## src/rtl/cdc_push_arbiter_if.sv

```systemverilog
// Requester-side handshake and async-FIFO write-side signals of the push arbiter.
// The master modport is the environment side; the slave modport is the arbiter.
interface cdc_push_arbiter_if #(
  parameter int NUM_REQ    = 4,
  parameter int DATA_WIDTH = 32
);
  localparam int GW = $clog2(NUM_REQ);

  logic [NUM_REQ-1:0]            req_valid;
  logic [NUM_REQ*DATA_WIDTH-1:0] req_data;
  logic [NUM_REQ-1:0]            req_last;
  logic [NUM_REQ-1:0]            req_ready;
  logic                          fifo_wpush;
  logic [DATA_WIDTH-1:0]         fifo_wdata;
  logic                          fifo_wfull;
  logic [GW-1:0]                 grant_id;
  logic                          busy;

  modport master (
    output req_valid, req_data, req_last, fifo_wfull,
    input  req_ready, fifo_wpush, fifo_wdata, grant_id, busy
  );

  modport slave (
    input  req_valid, req_data, req_last, fifo_wfull,
    output req_ready, fifo_wpush, fifo_wdata, grant_id, busy
  );
endinterface

```

## src/rtl/cdc_push_arbiter.sv

```systemverilog
// Round-robin packet arbiter feeding the write side of an async FIFO, with burst
// limit and optional one-cycle gap after each push to cover the wfull lag.
module cdc_push_arbiter #(
  parameter int NUM_REQ    = 4,
  parameter int DATA_WIDTH = 32,
  parameter int MAX_BURST  = 4,
  parameter int SAFE_GAP   = 1
) (
  input  logic                wclk,
  input  logic                wrst,
  cdc_push_arbiter_if.slave   bus
);
  localparam int          GW = $clog2(NUM_REQ);
  localparam int          CW = $clog2(MAX_BURST + 1);
  localparam int unsigned N  = NUM_REQ;

  typedef enum logic {IDLE, GRANT} state_t;

  state_t        state;
  logic [GW-1:0] grant_id;
  logic [GW-1:0] last_grant;
  logic [GW-1:0] next_grant;
  logic [CW-1:0] beat_cnt;
  logic [CW-1:0] beat_next;
  logic          gap_flag;
  logic          gap_block;
  logic          grant_ready;
  logic          push;
  logic          beat_last;

  // First valid requester after last_grant, wrapping NUM_REQ-1 -> 0.
  always_comb begin
    int unsigned idx;
    logic        found;
    logic [GW-1:0] gi;
    next_grant = '0;
    found      = 1'b0;
    idx        = 0;
    gi         = '0;
    for (int unsigned i = 1; i <= N; i++) begin
      idx = 32'(last_grant) + i;
      if (idx >= N) idx = idx - N;
      gi = GW'(idx);
      if (!found && bus.req_valid[gi]) begin
        found      = 1'b1;
        next_grant = gi;
      end
    end
  end

  always_comb begin
    bus.fifo_wdata = '0;
    for (int unsigned i = 0; i < N; i++) begin
      if (GW'(i) == grant_id) bus.fifo_wdata = bus.req_data[i*DATA_WIDTH +: DATA_WIDTH];
    end
  end

  assign gap_block     = (SAFE_GAP == 1) && gap_flag;
  assign grant_ready   = (state == GRANT) && !bus.fifo_wfull && !gap_block;
  assign bus.req_ready = grant_ready ? (NUM_REQ'(1) << grant_id) : '0;
  assign push          = grant_ready && bus.req_valid[grant_id];
  assign beat_next     = beat_cnt + 1'b1;
  assign beat_last     = bus.req_last[grant_id] || (beat_next == CW'(MAX_BURST));

  assign bus.fifo_wpush = push;
  assign bus.grant_id   = grant_id;
  assign bus.busy       = (state == GRANT);

  always_ff @(posedge wclk or posedge wrst) begin
    if (wrst) begin
      state      <= IDLE;
      grant_id   <= '0;
      last_grant <= GW'(NUM_REQ - 1);
      beat_cnt   <= '0;
      gap_flag   <= 1'b0;
    end else begin
      gap_flag <= push;
      case (state)
        IDLE: begin
          if (|bus.req_valid) begin
            grant_id <= next_grant;
            beat_cnt <= '0;
            state    <= GRANT;
          end
        end
        GRANT: begin
          if (push) begin
            beat_cnt <= beat_next;
            if (beat_last) begin
              state      <= IDLE;
              last_grant <= grant_id;
            end
          end
        end
        default: state <= IDLE;
      endcase
    end
  end
endmodule

```

## src/flat_wrapper.sv

```systemverilog
// flat-port wrapper written by rule: the top's interface ports become plain ports
module cdc_push_arbiter_flat 
#(
  parameter int NUM_REQ    = 4,
  parameter int DATA_WIDTH = 32,
  parameter int MAX_BURST  = 4,
  parameter int SAFE_GAP   = 1
)
  (wclk, wrst, bus_req_valid, bus_req_data, bus_req_last, bus_fifo_wfull, bus_req_ready, bus_fifo_wpush, bus_fifo_wdata, bus_grant_id, bus_busy);
  cdc_push_arbiter_if #(.NUM_REQ(NUM_REQ), .DATA_WIDTH(DATA_WIDTH)) bus_i ();
  input  logic wclk;
  input  logic wrst;
  input wire logic [$bits(bus_i.req_valid)-1:0] bus_req_valid;
  input wire logic [$bits(bus_i.req_data)-1:0] bus_req_data;
  input wire logic [$bits(bus_i.req_last)-1:0] bus_req_last;
  input wire logic [$bits(bus_i.fifo_wfull)-1:0] bus_fifo_wfull;
  output wire logic [$bits(bus_i.req_ready)-1:0] bus_req_ready;
  output wire logic [$bits(bus_i.fifo_wpush)-1:0] bus_fifo_wpush;
  output wire logic [$bits(bus_i.fifo_wdata)-1:0] bus_fifo_wdata;
  output wire logic [$bits(bus_i.grant_id)-1:0] bus_grant_id;
  output wire logic [$bits(bus_i.busy)-1:0] bus_busy;
  assign bus_i.req_valid = bus_req_valid;
  assign bus_i.req_data = bus_req_data;
  assign bus_i.req_last = bus_req_last;
  assign bus_i.fifo_wfull = bus_fifo_wfull;
  assign bus_req_ready = bus_i.req_ready;
  assign bus_fifo_wpush = bus_i.fifo_wpush;
  assign bus_fifo_wdata = bus_i.fifo_wdata;
  assign bus_grant_id = bus_i.grant_id;
  assign bus_busy = bus_i.busy;
  cdc_push_arbiter #(.NUM_REQ(NUM_REQ), .DATA_WIDTH(DATA_WIDTH), .MAX_BURST(MAX_BURST), .SAFE_GAP(SAFE_GAP)) u_core (.wclk(wclk), .wrst(wrst), .bus(bus_i));
endmodule
```

## config.mk

```make
export PLATFORM = sky130hd
export DESIGN_NAME = cdc_push_arbiter_flat
export DESIGN_NICKNAME = d
export VERILOG_FILES = /design/src/rtl/cdc_push_arbiter_if.sv /design/src/rtl/cdc_push_arbiter.sv /design/src/flat_wrapper.sv
export SDC_FILE = /design/constraint.sdc
export NUM_CORES = 1
export LEC_CHECK = 0
export BUFFER_PORTS_ARGS = -buffer_cell sky130_fd_sc_hd__buf_2
export CAP_MARGIN = 20
export CORE_AREA = 2 2 70 72
export DETAILED_ROUTE_END_ITERATION = 12
export DIE_AREA = 0 0 72 74
export HOLD_SLACK_MARGIN = 0.02
export MAX_ROUTING_LAYER = met4
export PLACE_DENSITY = 0.81
export SETUP_SLACK_MARGIN = 0.05
export SYNTH_ARGS = -nofsm -noshare
export SYNTH_HDL_FRONTEND = slang
export SYNTH_SLANG_ARGS = --single-unit
```

## constraint.sdc

```tcl
create_clock -name wclk -period 1.9 [get_ports wclk]
set_clock_uncertainty 0.15 [all_clocks]
set_input_delay 0.095 -clock wclk [delete_from_list [all_inputs] [get_ports wclk]]
set_output_delay 0.095 -clock wclk [all_outputs]
set_load 0.1 [all_outputs]
```

# [Word level (Yosys, flattened, before mapping)]
# Cells that the tools add are included.
[totals] word_cells=83 output_inout_bits=40 regBits=9 in_bits=139
[op_classes] n_eq_ne=6 n_reduce_logical=17 bitwise_logic=1 n_addsub=9 shifts=1 order_cmp=9 muxes=35
[op_table] operator="$mux W32" count=4
[op_table] operator="$mux W2" count=8
[op_table] operator="$lt A2 B3 Y1 const B" count=5
[op_table] operator="$bmux W1 S2" count=6
[op_table] operator="$mux W1" count=12
[op_table] operator="$ge A3 B3 Y1 const B" count=3
[op_table] operator="$sub A2 B1 Y2 const B" count=4
[op_table] operator="$add A2 B2 Y3 const B" count=2
[op_table] operator="$logic_and A1 B1 Y1" count=6
[op_table] operator="$mux W3" count=2
[op_table] operator="$pmux W3 S2" count=1
[op_table] operator="$logic_not A1 Y1" count=5
[op_table] operator="$add A2 B3 Y4 const B" count=1
[op_table] operator="$eq A2 B2 Y1 const A" count=2
[op_table] operator="$ge A4 B3 Y1 const B" count=1
[op_table] operator="$mux W4" count=1
[op_table] operator="$reduce_and A2 Y1" count=2
[op_table] operator="$reduce_or A4 Y1" count=1
[op_table] operator="$shl A1 B2 Y4 const A" count=1
[op_table] operator="$add A2 B1 Y3 const B" count=1
[op_table] operator="$add A3 B1 Y3 const B" count=1
[op_table] operator="$eq A3 B3 Y1 const B" count=1
[op_table] operator="$reduce_and A3 Y1" count=1
[op_table] operator="$eq A1 B2 Y1 const A" count=1
[op_table] operator="6 further kinds" count=6

# [Depth between registers and ports, before layout]
[logic_depth] ltp_word=15 ltp_mapped=5 mapped_depth_nobuf=5

# [Worst setup path before layout]
# Ideal clock, no wire load.
[synth_path] path_type="register -> output" from="register u_core.state, in the netlist u_core.bus.busy" to="output port bus_req_ready[0]" path_slack_ns=-2.028 t_arrival_ns=3.683 required_time_ns=1.655 stages_incl_launch_ff=3 n_path_buf=0 path_cell_list="dfrtp_1 -> nor3b_2 -> nor3b_1"
[synth_via] elab_chain_len=3
[synth_rtl] element="start, declared" line="cdc_push_arbiter.sv:19" source="state_t state;"
[synth_rtl] element="start signal, assigned" line="cdc_push_arbiter.sv:71" source="state <= IDLE;"
[synth_rtl] element="start signal, assigned" line="cdc_push_arbiter.sv:83" source="state <= GRANT;"
[synth_rtl] element="start signal, assigned" line="cdc_push_arbiter.sv:90" source="state <= IDLE;"
[synth_rtl] element="$logic_and A1 B1 Y1 (2 in a row)" line="cdc_push_arbiter.sv:59" source="assign grant_ready = (state == GRANT) && !bus.fifo_wfull && !gap_block;"
[synth_rtl] element="$mux W4" line="cdc_push_arbiter.sv:60" source="assign bus.req_ready = grant_ready ? (NUM_REQ'(1) << grant_id) : '0;"
[synth_rtl] element="end, declared" line="flat_wrapper.sv:17" source="output wire logic [$bits(bus_i.req_ready)-1:0] bus_req_ready;"
# No other way between the ends.

# [Worst setup path after layout]
[layout_path] from="register u_core.grant_id[0], in the netlist u_core.bus.grant_id[0]" to="output port bus_fifo_wdata[14]"
[layout_via] elab_chain_len=5 elab_cells_between_ends=8 classes_between="eq/ne: 3; mux: 4; reduce/logical: 1"
[layout_rtl] element="start, declared" line="cdc_push_arbiter.sv:20" source="logic [GW-1:0] grant_id;"
[layout_rtl] element="start signal, assigned" line="cdc_push_arbiter.sv:81" source="grant_id <= next_grant;"
[layout_rtl] element="$logic_not A2 Y1" line="cdc_push_arbiter.sv:54" source="if (GW'(i) == grant_id) bus.fifo_wdata = bus.req_data[i*DATA_WIDTH +: DATA_WIDTH];"
[layout_rtl] element="$mux W32 (3 in a row)" line="cdc_push_arbiter.sv:54"
[layout_rtl] element="$mux W32 *" line="cdc_push_arbiter.sv:54"
[layout_rtl] element="end, declared" line="flat_wrapper.sv:19" source="output wire logic [$bits(bus_i.fifo_wdata)-1:0] bus_fifo_wdata;"
# Mark *: on every way between the ends. The rest lies on a longest branch, timed or not.

==> metrics.txt <==
CP required=1.65 ns; worst hold path startpoint=bus_fifo_wfull; sequential fraction of the synthesis area=16.99%; Tightest Pin Transition=0.5066 ns; wire per inst=21.27 µm; Area Overhead vs Synth=117.7%; warnings from Yosys=0; CTS tree=yes; CTS Sinks=9; Vias=1759; total track usage=25.40%; Main synth FF type=dfrtp_1; async set-reset flop share out of synthesis=100.0%; hpwl dp=5645 µm; Routed Antenna Nets=0; post-route clock period utilization=100.1%; die height=74 µm; Setup violations, final=1; Core Region=4598 µm²; Nets=421; CTS H-tree depth=1; Min Clock Period, post-route=1.903 ns; WHS Endpoint=u_core.beat_cnt[1]; number of distinct library cells after synthesis=32; max cap viols=0; top cells by area, synth=mux4_2 57%, dfrtp_1 13%, dfstp_2 3.9%; Clock Latency Late Sink=0.24 ns; most frequent cells after synthesis=34 x mux4_2, 7 x dfrtp_1, 5 x nor2_1, 4 x nand3_1; RSZ-0062 raised after global routing=yes; reg-to-reg startpoint=u_core.bus.grant_id[0]; CTS Buffer Depth=2; CP endpoint kind=output pin; final wirelength=7105 µm; clock-pin slew on the worst setup and hold paths=0.05 ns; Die W=72 µm; antenna violations before repair=1; leakage power=1.440 nW; vias per cell=5.266; worst vdd ir=0.0008996 V; CP Launch Type=flip-flop; DRC marker count from the first detailed-route iteration=53; DRC=0; gr ovfl total=0; mean post-synth cell area=14.11 µm²; WHS=0.04015 ns; #FFs+latches synth=9; status=complete, but fails checks; die area=5328 µm²; Max Clk Rate=525.6 MHz; CTS root buf=clkbuf_8; RePlAce Congestion=0.8657; largest net degree at the start of global routing=20; Slew Viols, Final=0; post-synth net total=236; Final Worst Setup Slack=-0.002538 ns; Num CTS Buffers=3; Hold Crit Class=in -> reg; DR pass1 iterations=4; slew margin rel.=66.46%; Max FO, Critical Path=13; Gate Count Post-Synth=95; global-route wire length before repair=9708 µm; Pwr Density=2332 nW/µm²; Synth area leader=mux4_2; # port buffers=178; initial core utilization=29.14%; synthesized cell area=1340 µm²; worst setup path category=reg -> out; worst slack at placement=0.1047 ns; Synth top area share=57.14%; fraction of layout cells with a size suffix above 1=86.38%; hold path depth=4; Reg2Reg Depth=5; site row count=25; Post-synth EDFFs=0; I/O pins=179; vias in the first global route=1852; failing checks=negative setup slack; most frequent cell after synthesis=mux4_2; final hold violations=0; FF-to-FF setup slack=0.04 ns; crit path DAT=1.66 ns; worst r2r dst=u_core.last_grant[1]
[layer usage]
layer  global-route usage [%]  vias up  wire length [µm]  share of wire, %
li1                         -      773                 -                 -
met4                    6.918        0               123               1.7
met5                        -        -                 0                 0
met1                    29.73      871              2511                35
met2                    44.55      101              3946                56
met3                    5.420       14               523               7.4
[cell families after synthesis]
family,share of synthesized area [%]
buf+inv,4.761
mux,60.13
fa+ha+maj,1.867
xor+xnor,0.6537
simple gates,10.93
compound gates,4.669
flops,16.99
[stage by stage]
stage          area, µm²  power [mW]  setup TNS [ns]  util, %  cells
2_1_floorplan       1435       4.726          -2.233        -     95
3_5_place_dp        2436       5.475               0    52.98    323
6_report            2918       6.803       -0.002538    63.46    334
5_1_grt             2918       6.986         -0.5665    63.46    334
4_1_cts             2898       6.740         -0.1397    63.02    333
3_3_place_gp        2436       5.423               0    52.98    323
[state kept, by name, indices dropped and copies added (netlist names)]
signal	cells
u_core.beat_cnt	3
u_core.bus.busy	1
u_core.bus.grant_id	2
u_core.gap_block	1
u_core.last_grant	2
[critical path, cell delays in order (launching register included)]
cell     delay, ns
dfrtp_4       0.48
buf_12        0.18
mux4_2        0.54
buf_6         0.21
[cell type report]
| cell class | instances | area (µm²) |
|---|---|---|
| diodes | 1 | 2.502 |
| clock buffers | 4 | 45.04 |
| fillers | 362 | 1680 |
| inverters | 4 | 17.52 |
| multi-input cells | 74 | 1076 |
| flip-flops and latches | 9 | 239.0 |
| well taps | 54 | 67.56 |
| repair buffers | 188 | 1470 |
[report_power, final]
| part | leakage, nW | internal (mW) | total, mW | switching, mW |
|---|---|---|---|---|
| Combinational | 1.31 | 2.19 | 6.16 | 3.96 |
| Clock | 0.0228 | 0.146 | 0.226 | 0.0793 |
| Sequential | 0.104 | 0.304 | 0.419 | 0.115 |
| Total | 1.44 | 2.65 | 6.80 | 4.16 |
[what timing repair did]
item	in CTS	in global routing
hold endpoints to repair	9	0
hold buffers	1	0
resized for setup	99	4
cloned	1	0
endpoints found under the setup margin	33	36
setup buffers	4	0
[worst max path at each step]
stage                                start            endpoint  slack [ns]  depth (start not counted)
finish              u_core.bus.grant_id[0]  bus_fifo_wdata[14]      -0.003                          3
global placement    u_core.bus.grant_id[0]  bus_fifo_wdata[16]        0.12                          3
detailed placement  u_core.bus.grant_id[0]   bus_fifo_wdata[9]        0.10                          3
global route        u_core.bus.grant_id[0]  bus_fifo_wdata[10]       -0.05                          3
CTS                 u_core.bus.grant_id[0]  bus_fifo_wdata[10]       -0.03                          3
floorplan                  u_core.bus.busy    bus_req_ready[0]       -0.21                          2
[cell usage in the layout, fill, tap and decap left out, types with 3 or more instances in the layout]
cell      count
buf_12       27
buf_2       140
buf_4         6
buf_6        13
clkbuf_8      3
dfrtp_1       4
dfrtp_4       3
inv_1         3
mux4_2       34
nand2_1       3
nand2b_1      3
nand3_1       4
nor2_1        4
Power figures use the tool's default switching activity.
